$ cat src/rtl/echo_meas_pkg.sv
// Shared definitions for the ultrasonic ranging receive path: FSM state codes and default parameters.
package echo_meas_pkg;

    localparam logic [1:0] ST_IDLE      = 2'd0;
    localparam logic [1:0] ST_WAIT_RISE = 2'd1;
    localparam logic [1:0] ST_MEASURE   = 2'd2;
    localparam logic [1:0] ST_HOLDOFF   = 2'd3;

    localparam int DEF_DIV        = 50;
    localparam int DEF_WIDTH      = 16;
    localparam int DEF_RISE_LIMIT = 1000;

    // The shared tick counter must hold both the result range and the rise-wait limit.
    function automatic int cnt_bits(input int width, input int limit);
        return (width > $clog2(limit + 1)) ? width : $clog2(limit + 1);
    endfunction

endpackage

$ cat src/rtl/echo_sync.sv
// Two-flop synchronizer for an asynchronous input plus a history flop for single-cycle edge strobes.
module echo_sync (
    input  logic clk,
    input  logic rst,
    input  logic din,
    output logic level,
    output logic rise,
    output logic fall
);

    logic sync1_q, sync1_d;
    logic sync2_q, sync2_d;
    logic hist_q, hist_d;

    always_comb begin
        sync1_d = din;
        sync2_d = sync1_q;
        hist_d  = sync2_q;
    end

    always_ff @(posedge clk) begin
        if (rst) begin
            sync1_q <= 1'b0;
            sync2_q <= 1'b0;
            hist_q  <= 1'b0;
        end else begin
            sync1_q <= sync1_d;
            sync2_q <= sync2_d;
            hist_q  <= hist_d;
        end
    end

    assign level = sync2_q;
    assign rise  = sync2_q & ~hist_q;
    assign fall  = ~sync2_q & hist_q;

endmodule

$ cat src/rtl/echo_meas.sv
// Times the ultrasonic echo pulse in prescaled ticks; reports missing (no rise) or saturated echoes as timeouts.
module echo_meas
    import echo_meas_pkg::*;
#(
    parameter int DIV        = DEF_DIV,
    parameter int WIDTH      = DEF_WIDTH,
    parameter int RISE_LIMIT = DEF_RISE_LIMIT
) (
    input  logic             clk,
    input  logic             rst,
    input  logic             enable,
    input  logic             echo,
    output logic             ready,
    output logic             valid,
    output logic [WIDTH-1:0] width,
    output logic             timeout
);

    localparam int PW = $clog2(DIV);
    localparam int CW = cnt_bits(WIDTH, RISE_LIMIT);

    logic echo_level, echo_rise, echo_fall;

    echo_sync u_sync (
        .clk   (clk),
        .rst   (rst),
        .din   (echo),
        .level (echo_level),
        .rise  (echo_rise),
        .fall  (echo_fall)
    );

    logic [1:0]       state_q, state_d;
    logic [PW-1:0]    presc_q, presc_d;
    logic [CW-1:0]    cnt_q, cnt_d;
    logic             ready_q, ready_d;
    logic             valid_q, valid_d;
    logic [WIDTH-1:0] width_q, width_d;
    logic             timeout_q, timeout_d;
    logic             tick;

    always_comb begin
        tick      = (presc_q == PW'(DIV - 1));
        presc_d   = tick ? '0 : presc_q + PW'(1);
        state_d   = state_q;
        cnt_d     = cnt_q;
        valid_d   = 1'b0;
        width_d   = width_q;
        timeout_d = timeout_q;

        case (state_q)
            ST_IDLE: begin
                if (enable) begin
                    state_d = ST_WAIT_RISE;
                    cnt_d   = '0;
                    presc_d = '0;
                end
            end
            ST_WAIT_RISE: begin
                if (echo_rise) begin
                    state_d = ST_MEASURE;
                    cnt_d   = '0;
                    // The rise-strobe cycle is the first high cycle, so the prescaler starts one step in;
                    // with the fall-cycle tick excluded this yields floor(high_cycles / DIV).
                    presc_d = PW'(1);
                end else if (cnt_q == CW'(RISE_LIMIT)) begin
                    state_d   = ST_IDLE;
                    width_d   = '0;
                    timeout_d = 1'b1;
                    valid_d   = 1'b1;
                    presc_d   = '0;
                end else if (tick) begin
                    cnt_d = cnt_q + CW'(1);
                end
            end
            ST_MEASURE: begin
                if (echo_fall) begin
                    state_d   = ST_IDLE;
                    width_d   = cnt_q[WIDTH-1:0];
                    timeout_d = 1'b0;
                    valid_d   = 1'b1;
                    presc_d   = '0;
                end else if (tick && (cnt_q[WIDTH-1:0] == '1)) begin
                    state_d   = ST_HOLDOFF;
                    width_d   = '1;
                    timeout_d = 1'b1;
                    valid_d   = 1'b1;
                    presc_d   = '0;
                end else if (tick) begin
                    cnt_d = cnt_q + CW'(1);
                end
            end
            default: begin
                // Holdoff: a stuck-high echo must drop before the block can re-arm.
                if (!echo_level) begin
                    state_d = ST_IDLE;
                    presc_d = '0;
                end
            end
        endcase

        ready_d = (state_d == ST_IDLE);
    end

    always_ff @(posedge clk) begin
        if (rst) begin
            state_q   <= ST_IDLE;
            presc_q   <= '0;
            cnt_q     <= '0;
            ready_q   <= 1'b1;
            valid_q   <= 1'b0;
            width_q   <= '0;
            timeout_q <= 1'b0;
        end else begin
            state_q   <= state_d;
            presc_q   <= presc_d;
            cnt_q     <= cnt_d;
            ready_q   <= ready_d;
            valid_q   <= valid_d;
            width_q   <= width_d;
            timeout_q <= timeout_d;
        end
    end

    assign ready   = ready_q;
    assign valid   = valid_q;
    assign width   = width_q;
    assign timeout = timeout_q;

endmodule

$ cat config.mk
export PLATFORM = sky130hd
export DESIGN_NAME = echo_meas
export DESIGN_NICKNAME = d
export VERILOG_FILES = /design/src/rtl/echo_meas_pkg.sv /design/src/rtl/echo_sync.sv /design/src/rtl/echo_meas.sv
export SDC_FILE = /design/constraint.sdc
export NUM_CORES = 1
export LEC_CHECK = 0
export CAP_MARGIN = 40
export CORE_UTILIZATION = 50
export CTS_CLUSTER_SIZE = 20
export DETAILED_ROUTE_END_ITERATION = 8
export PLACE_DENSITY = 0.76
export SKIP_LAST_GASP = 1
export SYNTH_ARGS = -nofsm -noshare
export SYNTH_HDL_FRONTEND = slang
export SYNTH_SLANG_ARGS = --single-unit
$ cat constraint.sdc
create_clock -name clk -period 4.1 [get_ports clk]
set_clock_uncertainty 0.15 [all_clocks]
set_input_delay 0.41 -clock clk [delete_from_list [all_inputs] [get_ports clk]]
set_output_delay 0.41 -clock clk [all_outputs]
set_load 0.05 [all_outputs]
* After elaboration in Yosys (flattened, before gate mapping) *
Cells that the tools add are included.

storage, ports and cells
  output and inout bits = 19
  input port bits = 4
  register bits after elaboration = 46

cells by class
  reductions and logical operators = 7
  add/subtract/negate cells = 2
  multiplexer cells = 37
  bitwise gates (word level) = 4
  eq/ne operators = 12

operators by type and width
  kind                                                    count
  two-way mux 16 bit                                      10
  case mux 16 bit (3 select lines)                        1
  two-way mux 6 bit                                       7
  case mux 16 bit (2 select lines)                        1
  case mux 6 bit (3 select lines)                         1
  adder 16 x 1 -> 16 bit (second input constant)          1
  equality test 16 x 10 -> 1 bit (second input constant)  1
  equality test 16 bit (second input constant)            1
  two-way mux 2 bit                                       6
  inequality test 2 bit (second input constant)           5
  two-way mux 1 bit                                       8
  adder 6 x 1 -> 6 bit (second input constant)            1
  equality test 6 bit (second input constant)             1
  inequality test 3 bit (second input constant)           2
  case mux 2 bit (3 select lines)                         1
  AND reduction 5 bit                                     1
  logical NOT 2 bit                                       2
  case mux 1 bit (2 select lines)                         2
  AND reduction 4 bit                                     1
  nonzero test 3 bit                                      1
  bitwise AND 1 bit                                       2
  equality test 2 x 1 -> 1 bit (second input constant)    1
  equality test 2 bit (second input constant)             1
  inverter 1 bit                                          2
  2 further kinds                                         2

* Longest topological paths before layout *
  depth in word-level cells = 6
  mapped depth = 8

* Modules after synthesis *
A second synthesis with hierarchy kept.

unflattened totals
  cell total of the unflattened synthesis = 279
  area, all modules = 2503.7 um^2

modules (own cells, without submodules)
  module     area each (um^2)  cells each  times used  seq. area each (um^2)
  echo_meas  2412.3            271         1           860.8
  echo_sync  91.3              8           1           60.1

* Worst setup path before layout *
OpenSTA, ideal clock, no wires.

  kind = register -> register
  start point = reg state_q[0]
  end point = reg cnt_q[11]
  slack = 1.940 ns
  buffers on the path = 2
  data arrival time = 1.940 ns
  cell stages (with the launch flop) = 9
  required time = 3.880 ns
  library setup time = 0.070 ns
  period minus slack after synthesis = 2.160 ns
  cell sequence = dfxtp_1 -> inv_1 -> ha_1 -> clkbuf_1 -> a211oi_2 -> o211ai_2 -> buf_2 -> or3_1 -> a21oi_1

on the way
  cells in the longest elaborated chain, start to end = 3
  elaborated cells between the ends (all ways) = 10
  classes of those cells = 6 x eq/ne; 1 x mux; 3 x reduce/logical

RTL lines
  element                                                        line              text
  from (decl)                                                    echo_meas.sv:33   logic [1:0] state_q, state_d;
  from (signal assigned)                                         echo_meas.sv:115  state_q <= state_d;
  equality test 2 x 1 -> 1 bit, or another cell as far along     echo_meas.sv:51   case (state_q)
  inequality test 3 bit (no line), or another cell as far along  --
  AND reduction 5 bit (no line)                                  --
  to (signal assigned)                                           echo_meas.sv:117  cnt_q <= cnt_d;
  to (decl)                                                      echo_meas.sv:35   logic [CW-1:0] cnt_q, cnt_d;

Several ways; a longest one is shown, not always the timed one.
A chain may end at the register's enable or synchronous reset.

* Final worst setup path *
  start point = reg cnt_q[0]
  end point = reg cnt_q[10]

on the way
  cells in the longest elaborated chain, start to end = 5
  elaborated cells between the ends (all ways) = 13
  classes of those cells = 1 x add/sub; 4 x eq/ne; 6 x mux; 2 x reduce/logical

RTL lines
  element                                       line
  adder 16 x 1 -> 16 bit                        echo_meas.sv:73, echo_meas.sv:90
  two-way mux 16 bit                            echo_meas.sv:72, echo_meas.sv:89
  two-way mux 16 bit, on equally long branches  echo_meas.sv:83, echo_meas.sv:66
  two-way mux 16 bit, on equally long branches  echo_meas.sv:77, echo_meas.sv:60
  case mux 16 bit (3 select lines)              echo_meas.sv:51

Several ways; a longest one is shown, not always the timed one. The select of a mux whose other input is x is not followed.

==> flow_summary.yaml <==
drt:
  vias: 2223
  drt_iter0_markers: 188
  drc: 0
  ant_nets: 0
  drtPass1Iterations: 4
  vias_per_cell: 6.19
  post_drt_wl_per_cell_um: 15.6
  drt-total-wl_um: 5620
flow_run:
  max_cap_viol_count: 0
finish:
  final_core_util_pct: 59.5
  n_fill_cell: 411
  layout-drive-gt1-share_pct: 9.59
  final_cells: 359
  multiInputGateArea_sq_um: 1420
  area_delta_synth_final_pct: 14.1
  regArea_sq_um: 921
  fin_nets: 303
  n_antenna_cell: 0
  finalInstanceArea_sq_um: 2810
grt:
  grt_pass1_wl_um: 9630
  antenna_found_initial: 0
  grt_use_total_pct: 23.5
  grt_start_max_net_pins: 29
  overflow: 0
  grt_pass1_vias: 2077
worst_setup_path:
  endpoint_kind: "flip-flop"
  cp-start-kind: "flip-flop"
  critPathKind: "reg2reg"
  cp_max_fo: 17
  crit_slowest_cell: "o31ai_4"
  required_ns: 4.18
  crit_arrival_ns: 2.73
  slowest_delay_ns: 0.57
  path_cells: "ha_1, and4_1, nand4_1, o31ai_4, o31ai_2, buf_4, a21oi_1"
synth:
  syn_avg_cell_area_sq_um: 8.93
  synth_edf_count: 0
  netlist.area_leader.share_pct: 37.4
  yosys.area.top_type: "dfxtp_1"
  synth_seq_cells: 46
  yosys_warnings: 0
  ys_top_cells_by_count: "dfxtp_1, a21oi_1, o21ai_0"
  synth_nets: 288
  synthMostInstantiatedCell: "dfxtp_1"
  synth_cells: 276
  postSynth.asyncResetShare_pct: 0
  synth-main-ff-cell: "dfxtp_1"
  seq_area_frac_synth_pct: 37.4
  synthTopCellsByArea: "dfxtp_1, a21oi_1, o2111ai_1, o21ai_0, ha_1"
  syn_area_sq_um: 2460
  yosysUniqueCellTypes: 56
die:
  core_sq_um: 4720
  die_y_um: 72.2
  initial_core_util_pct: 52.2
  die_x_um: 72.2
  die_area_sq_um: 5210
  num_rows: 25
  ios: 23
power_and_ir_drop:
  p_sw_mw: 0.220
  powerDensity_nw_per_um2: 306
  p_seq_share_pct: 53.4
  peakVddDrop_v: 0.000186
  p_int_mw: 0.639
  comb_power_share_pct: 10.3
  netSwitchingFraction_pct: 25.6
  p_leak_nw: 0.826
  power.total_mw: 0.859
  clkPwrFrac_pct: 36.3
clock_network:
  cts_buffers: 5
  ctsHtreeMaxLevel: 2
  max-clock-path-buffers: 2
  clock_sinks: 46
  cts_root_buf: "clkbuf_8"
  insertion_delay_ns: 0.30
  clkTransAtPathRegs_ns: 0.09
  cts_resized: 0
  cts_setup_buffers: 0
  cts_tree: "done"
  cts_hold_buf: 0
sta:
  setup_viol: 0
  slew_violations: 0
  fin_ws_ns: 1.46
  hold_viol_final: 0
  timing.final.crit_share_pct: 64.5
  hold_slack_ns: 0.290
  slew_headroom_pct: 41.0
  layout_min_cycle_time_ns: 2.64
  max_freq_mhz: 378
  setup_tns_ns: 0
  rsz0062_at_grt: "false"
  worst_slew_pin_slew_ns: 0.886
status:
  status: "complete, no violations"
placed_design:
  io_buffers: 22
  dp_cells: 351
  placed_area_sq_um: 2710
  gp_congestion: 0.898
  dp_hpwl_um: 3860
  dp_slack_ns: 1.51
min_path:
  hold_path.class: "reg2reg"
## cells by family after synthesis
| family | share of synthesized area (%) |
|---|---|
| buffers and inverters | 5.13 |
| xor gates and xnor gates | 1.42 |
| AOI/OAI and AO/OA | 31.9 |
| adders and majority gates | 4.06 |
| and+or+nand+nor | 20.1 |
| DFF | 37.4 |
## power by group through the flow
stage	clock network (mW)	logic, mW	registers, mW
after floorplan	0	0.0605	0.475
after CTS	0.320	0.0885	0.459
after global placement	0	0.0843	0.469
after detailed placement	0	0.0872	0.469
final	0.312	0.0885	0.459
after global routing	0.343	0.0975	0.460
## critical path, delay by kind of cell, from the launching register on
family	cells	cell delay, ns
compound gates	3	0.91
fa+ha+maj	1	0.27
buf+inv	1	0.22
flops	1	0.47
simple gates	2	0.54
## sequential cells by signal, indices dropped and copies added (netlist names)
signal / count
cnt_q: 16
width: 16
presc_q: 6
state_q: 2
ready: 1
timeout: 1
u_sync.hist_q: 1
u_sync.level: 1
u_sync.sync1_q: 1
valid: 1
## worst paths after layout
path	startpoint	endpoint	slack, ns	depth (start not counted)
hold / removal	u_sync.sync1_q$_SDFF_PP0_	u_sync.level$_SDFF_PP0_	0.29	1
setup / recovery	cnt_q[0]$_SDFFE_PP0P_	cnt_q[10]$_SDFFE_PP0P_	1.46	7
setup reg to reg	cnt_q[0]$_SDFFE_PP0P_	cnt_q[10]$_SDFFE_PP0P_	1.46	7
hold reg to reg	u_sync.sync1_q$_SDFF_PP0_	u_sync.level$_SDFF_PP0_	0.29	1
## cells in the final DEF (no fill, tap or decap), types with 2 or more instances in the layout
master / count
a221oi_1: 2
and2_1: 5
a21oi_1: 33
clkbuf_8: 7
o21ai_0: 26
or3_1: 8
xor2_1: 2
dfxtp_1: 46
nand3_1: 10
or4_1: 8
xnor2_1: 2
buf_4: 2
nor2_1: 7
and4_1: 2
o31ai_1: 9
nand2b_1: 2
nand4_1: 4
o21a_1: 2
o32ai_1: 3
nor2b_1: 5
a211oi_1: 3
nand3_2: 2
clkdlybuf4s50_1: 22
and3_1: 4
nand2_1: 15
inv_1: 9
ha_1: 8
o2111ai_1: 17
## layout make-up
cell class                      count  area share, %
Clock buffer                        7           3.43
Tap cell                           67           2.98
Sequential cell                    46           32.8
Clock inverter                      1          0.312
Multi-Input combinational cell    204           50.4
Timing Repair Buffer               25           8.90
Inverter                            9           1.20
## per-layer routing
| metal | part of all wire [%] | vias to the layer above | GRT usage [%] |
|---|---|---|---|
| li1 | - | 1094 | - |
| met2 | 46 | 71 | 35.5 |
| met5 | 0 | - | 0 |
| met1 | 46 | 1046 | 31.6 |
| met3 | 5.4 | 12 | 5.83 |
| met4 | 2.2 | 0 | 11.1 |
(Power assumes the default switching activity.)
